[src/rtl/target_pin_arbiter.sv]
// Target pin arbiter: hands the shared target programming/IO pins (nRST, MOSI,
// SCK, PDID, PDIC) to one requester at a time. The grant is registered and
// one-hot. A high-Z gap is inserted between owners. An owner that holds too
// long is revoked and locked out until it drops its request. Target power-off
// forces a release.
// Build option: define TPA_FIXED_PRIO_EN for fixed priority (lowest index
// wins) instead of round-robin.
module target_pin_arbiter #(
    parameter int unsigned NREQ       = 3,
    parameter int unsigned GAP_CYCLES = 8,
    parameter int unsigned TO_W       = 16
) (
    input  logic            clk,
    input  logic            reset_i,
    input  logic [NREQ-1:0] req_i,
    input  logic            target_highz_i,
    input  logic [TO_W-1:0] timeout_cfg_i,
    input  logic            timeout_clr_i,
    output logic [NREQ-1:0] grant_o,
    output logic [2:0]      owner_o,
    output logic            pin_oe_o,
    output logic            busy_o,
    output logic            timeout_flag_o,
    output logic [NREQ-1:0] revoked_o
);

    typedef enum logic [1:0] {StIdle, StGrant, StGap} state_e;

    localparam logic [NREQ-1:0] OneLsb  = NREQ'(1);
    localparam logic [7:0]      GapLast = 8'(GAP_CYCLES - 1);
    localparam logic [2:0]      LastIdx = 3'(NREQ - 1);
    localparam logic [TO_W-1:0] ToOne   = TO_W'(1);

    state_e          state_q, state_d;
    logic [NREQ-1:0] grant_q, grant_d;
    logic [2:0]      owner_q, owner_d;
    logic [TO_W-1:0] hold_cnt_q, hold_cnt_d;
    logic [7:0]      gap_cnt_q, gap_cnt_d;
    logic            flag_q, flag_d;
    logic [NREQ-1:0] revoked_q, revoked_d;
`ifndef TPA_FIXED_PRIO_EN
    localparam logic [3:0] NreqW = 4'(NREQ);
    logic [2:0]      rr_ptr_q, rr_ptr_d;
    logic [3:0]      sel_sum;
`endif

    logic [NREQ-1:0]   eligible;
    logic [2*NREQ-1:0] rot;
    logic              sel_found;
    logic [2:0]        sel_off, sel_idx;
    logic              owner_req, to_hit, release_now;

    // Pick the winning requester among eligible ones.
    always_comb begin
        eligible = req_i & ~revoked_q;
`ifdef TPA_FIXED_PRIO_EN
        rot = {{NREQ{1'b0}}, eligible};
`else
        // Rotate so bit 0 is the requester at rr_ptr.
        rot = {eligible, eligible} >> rr_ptr_q;
`endif
        sel_found = 1'b0;
        sel_off   = 3'd0;
        // Descending scan so the lowest rotated offset wins.
        for (int i = int'(NREQ) - 1; i >= 0; i--) begin
            if (rot[i]) begin
                sel_found = 1'b1;
                sel_off   = 3'(i);
            end
        end
`ifdef TPA_FIXED_PRIO_EN
        sel_idx = sel_off;
`else
        sel_sum = {1'b0, rr_ptr_q} + {1'b0, sel_off};
        if (sel_sum >= NreqW) begin
            sel_sum = sel_sum - NreqW;
        end
        sel_idx = sel_sum[2:0];
`endif
    end

    // Release conditions for the current owner.
    always_comb begin
        owner_req   = |(req_i & grant_q);
        // >= so a lowered limit below the running count revokes at once.
        to_hit      = (timeout_cfg_i != '0) && (hold_cnt_q >= (timeout_cfg_i - ToOne));
        release_now = !owner_req || target_highz_i || to_hit;
    end

    // Next-state logic for the arbiter FSM and its sticky status.
    always_comb begin
        state_d    = state_q;
        grant_d    = grant_q;
        owner_d    = owner_q;
        hold_cnt_d = hold_cnt_q;
        gap_cnt_d  = gap_cnt_q;
        flag_d     = timeout_clr_i ? 1'b0 : flag_q;
        // A lockout lasts only until the requester is seen low.
        revoked_d  = revoked_q & req_i;
`ifndef TPA_FIXED_PRIO_EN
        rr_ptr_d   = rr_ptr_q;
`endif
        unique case (state_q)
            StIdle: begin
                if (sel_found && !target_highz_i) begin
                    state_d    = StGrant;
                    grant_d    = OneLsb << sel_idx;
                    owner_d    = sel_idx;
                    hold_cnt_d = '0;
                end
            end
            StGrant: begin
                if (release_now) begin
                    state_d   = StGap;
                    grant_d   = '0;
                    gap_cnt_d = 8'd0;
`ifndef TPA_FIXED_PRIO_EN
                    rr_ptr_d  = (owner_q == LastIdx) ? 3'd0 : owner_q + 3'd1;
`endif
                    // Lock out only a genuine stuck owner, not a release or power-off.
                    if (owner_req && !target_highz_i && to_hit) begin
                        flag_d    = 1'b1;
                        revoked_d = revoked_d | grant_q;
                    end
                end else if (hold_cnt_q != '1) begin
                    hold_cnt_d = hold_cnt_q + ToOne;
                end
            end
            StGap: begin
                if (gap_cnt_q == GapLast) begin
                    state_d = StIdle;
                end else begin
                    gap_cnt_d = gap_cnt_q + 8'd1;
                end
            end
            default: begin
                state_d = StIdle;
                grant_d = '0;
            end
        endcase
    end

    // State registers with synchronous reset.
    always_ff @(posedge clk) begin
        if (reset_i) begin
            state_q    <= StIdle;
            grant_q    <= '0;
            owner_q    <= 3'd0;
            hold_cnt_q <= '0;
            gap_cnt_q  <= 8'd0;
            flag_q     <= 1'b0;
            revoked_q  <= '0;
`ifndef TPA_FIXED_PRIO_EN
            rr_ptr_q   <= 3'd0;
`endif
        end else begin
            state_q    <= state_d;
            grant_q    <= grant_d;
            owner_q    <= owner_d;
            hold_cnt_q <= hold_cnt_d;
            gap_cnt_q  <= gap_cnt_d;
            flag_q     <= flag_d;
            revoked_q  <= revoked_d;
`ifndef TPA_FIXED_PRIO_EN
            rr_ptr_q   <= rr_ptr_d;
`endif
        end
    end

    // Outputs straight from registered state.
    always_comb begin
        grant_o        = grant_q;
        owner_o        = owner_q;
        pin_oe_o       = |grant_q;
        busy_o         = (state_q != StIdle);
        timeout_flag_o = flag_q;
        revoked_o      = revoked_q;
    end

endmodule

[config.mk]
export PLATFORM = sky130hd
export DESIGN_NAME = target_pin_arbiter
export DESIGN_NICKNAME = d
export VERILOG_FILES = /design/src/rtl/target_pin_arbiter.sv
export SDC_FILE = /design/constraint.sdc
export NUM_CORES = 1
export LEC_CHECK = 0
export BUFFER_PORTS_ARGS = -buffer_cell sky130_fd_sc_hd__buf_4
export CORE_AREA = 2 2 77 79
export CTS_CLUSTER_DIAMETER = 40
export DETAILED_ROUTE_END_ITERATION = 6
export DIE_AREA = 0 0 79 81
export PLACE_DENSITY = 0.75
export SYNTH_ARGS = -nofsm -noshare
export SYNTH_HDL_FRONTEND = slang
export SYNTH_SLANG_ARGS = --single-unit
[constraint.sdc]
create_clock -name clk -period 4.14 [get_ports clk]
set_clock_uncertainty 0.05 [all_clocks]
set_input_delay 1.242 -clock clk [delete_from_list [all_inputs] [get_ports clk]]
set_output_delay 1.242 -clock clk [all_outputs]
set_load 0.005 [all_outputs]
==> reports/qor.csv <==
metric,value,unit
yosysTopAreaCell,dfxtp_1,
worstPathRequired,4.31,ns
viasPerCell,5.82,
finalNonFillerCells,535,
violations,setup timing,
synth_top_family_by_area,simple AND/OR/NAND/NOR gates,
critPathMostFrequentCell,buf_6,
finalSetupTns,-7.41,ns
synth_cells,367,
synth_seq_cells,39,
synth_fa_ha_area_frac,0.106,
fmax,219,MHz
fin_crit,4.56,ns
relSlewSlack,0.280,
cp_max_fo,3,
arrival,4.74,ns
drt_iter0_drc,264,
power.switching,0.427,mW
use_met2,0.469,
finalHoldViolations,0,
hold_class,reg -> reg,
wl,8.07,mm
ant_nets,0,
synth_warnings,0,
crit_chain,buf_6 > nor4_4 > nor4b_4 > nor2b_4 > nand2_1 > xor2_1 > ha_1 > nand4_1 > nor3_2 > or4_4 > o31ai_4 > buf_4 > buf_6 > nand3_4 > or4_1 > a21oi_2,
synthesis.area,2890,um^2
setup_viol,36,
synth_nets,414,
place_hpwl,5.48,mm
synthArstFlopShare,0,
place_congestion,0.869,
worst_slew_pin_slew,1.08,ns
first_pass_iters,4,
power_frac_comb,0.381,
endpoint_kind,register,
yosysSeqAreaShare,0.270,
dpl.cell_count,512,
synth-edff-count,0,
synth_top_area_share,0.270,
drive_gt1_frac,0.330,
rsz0062_at_grt,true,
io_buffers,34,
num-fill-cells,436,
cts-buffers-inserted,5,
cts_tree,done,
drcViolationCount,0,
ir_drop,0.000316,V
yosys-top-cells-area,"dfxtp_1, ha_1, xnor2_1",
synthXorXnorAreaFrac,0.0697,
clock_tree.root_cell,clkbuf_8,
fin_crit_sh,1.10,
drt-wirelength-per-cell,15.1,um
slowest_delay,0.53,ns
path_buf_inv,3,
fin_ws,-0.423,ns
postCtsHoldBufs,0,
fp.coreArea,5680,um^2
antennaDiodeCount,0,
vias,3114,
dieHeight,81,um
p_sw_frac,0.341,
critical-path-top-delay-family,simple AND/OR/NAND/NOR gates,
grt-ovfl-total,0,
grt_usage,0.245,
synth-compound-area-share,0.182,
synthSimpleGateAreaFrac,0.296,
cts_buffer_depth,2,
die_w,79,um
num_rows,28,
seq_power_share,0.361,
synthMuxAreaShare,0.0320,
worst_path_max_delay_cell,or4_4,
cp-start-kind,input port,
cts_sinks,39,
synth-main-ff-cell,dfxtp_1,
p_per_area,307,nW/um^2
grt_max_degree,32,
drv_cap,0,
worstSetupPathType,in -> reg,
drv_slew,0,
insertion_delay,0.29,ns
use_met1,0.281,
fin_hold_ws,0.465,ns
reg2reg_slack,0.46,ns
grt_pass1_vias,2955,
status,"complete, but fails checks",
path_clk_slew,0.08,ns
p_int,0.827,mW
ys_types,55,
nets,506,
syn_to_final_growth,41.1,%
grt-busiest-layer,met2,
antenna_found_initial,0,
grt_util_met3,0.0344,
start_util,0.509,
clock_power_share,0.259,
dieArea,6400,um^2
avgSynthCellArea,7.88,um^2
grt_pass1_wl,12.7,mm
leakage,1.72,nW
io_pins,35,
htreeDepth,2,
power,1.25,mW
worst reg2reg max path: cells and delay by family (launching register included):
family	cells	cell delay, ns
AO/OA/AOI/OAI	3	0.59
multiplexers	1	0.27
flip-flops	1	0.52
adder cells (fa/ha/maj)	3	0.88
buffers and inverters	3	0.30
AND/OR/NAND/NOR	4	0.95
kinds of logic (layout without fill, tap and decap cells):
| logic type | Yosys count | after routing |
|---|---|---|
| multiplexers | 9 | 9 |
| flip-flops | 39 | 39 |
| buffers and inverters | 31 | 124 |
| AND/OR/NAND/NOR | 159 | 159 |
| AO/OA/AOI/OAI | 82 | 82 |
| XOR/XNOR | 23 | 23 |
| adder cells (fa/ha/maj) | 24 | 24 |
layer usage:
metal / wire length, um / up-vias
met3: 286 / 18
met5: 0 / -
met4: 130 / 0
li1: - / 1537
met1: 3380 / 1474
met2: 4270 / 85
cell usage in the layout (no fill, tap or decap), types with 7 or more instances in the layout:
master and instances:
buf_6 19, nor2_1 28, xor2_1 10, ha_1 21
or3_1 7, xnor2_1 13, o21ai_0 7, and3_1 9
a21oi_1 18, nor3_2 7, nor3_1 7, buf_4 80
nand2_1 28, o21ai_1 15, inv_1 15, nand4_1 10
nand3_1 19, mux2i_1 7, dfxtp_1 39
flip-flops by register name, indices dropped and copies added, names as in the netlist:
name	cells
hold_cnt_q	16
gap_cnt_q	8
grant_o	3
owner_o	3
revoked_o	3
rr_ptr_q	3
state_q	2
timeout_flag_o	1
Yosys cell counts (all sizes together), types with 12 or more instances:
cell and instances:
nand3 23, nand2 29, dfxtp 39, o21ai 24, ha 23, clkbuf 12, a21oi 22, nor3 15
xnor2 13, nor2 29, inv 17
power groups by stage:
stage | sequential (mW) | clock (mW) | combinational [mW]
after global routing | 0.457 | 0.346 | 0.519
after floorplan | 0.437 | 0 | 0.242
after global placement | 0.455 | 0 | 0.391
final | 0.452 | 0.325 | 0.477
after detailed placement | 0.456 | 0 | 0.401
after CTS | 0.449 | 0.323 | 0.434
per-stage QoR:
stage	setup slack (ns)	utilization	area (um^2)
CTS	-0.211	0.683	3870
global placement	-0.535	0.633	3590
floorplan	-0.225	-	2940
global route	-0.527	0.719	4080
detailed placement	-0.630	0.633	3590
finish	-0.423	0.719	4080
worst paths after layout:
path,startpoint,to,cells past startpoint
worst max-delay path,timeout_cfg_i[5],hold_cnt_q[14],16
worst max register to register,rr_ptr_q[1],grant_o[0],14
worst min register to register,timeout_flag_o,timeout_flag_o,2
worst min-delay path,timeout_flag_o,timeout_flag_o,2
final cells by class:
cell class              count  area, um^2  share of cell area
multi-input cells         297        2210               0.543
inverters                  17        63.8              0.0156
clock buffers               5        68.8              0.0169
flip-flops and latches     39         781               0.191
well taps                  75        93.8              0.0230
repair buffers             99         815               0.200
clock inverters             3        43.8              0.0107
timing repair:
action	4_1_cts	5_1_grt
gates cloned	0	1
endpoints found under the setup margin	36	37
resized for setup	37	38
setup buffers	11	9
pin swaps	16	19
hold endpoints to repair	0	0
(Power assumes the default switching activity.)
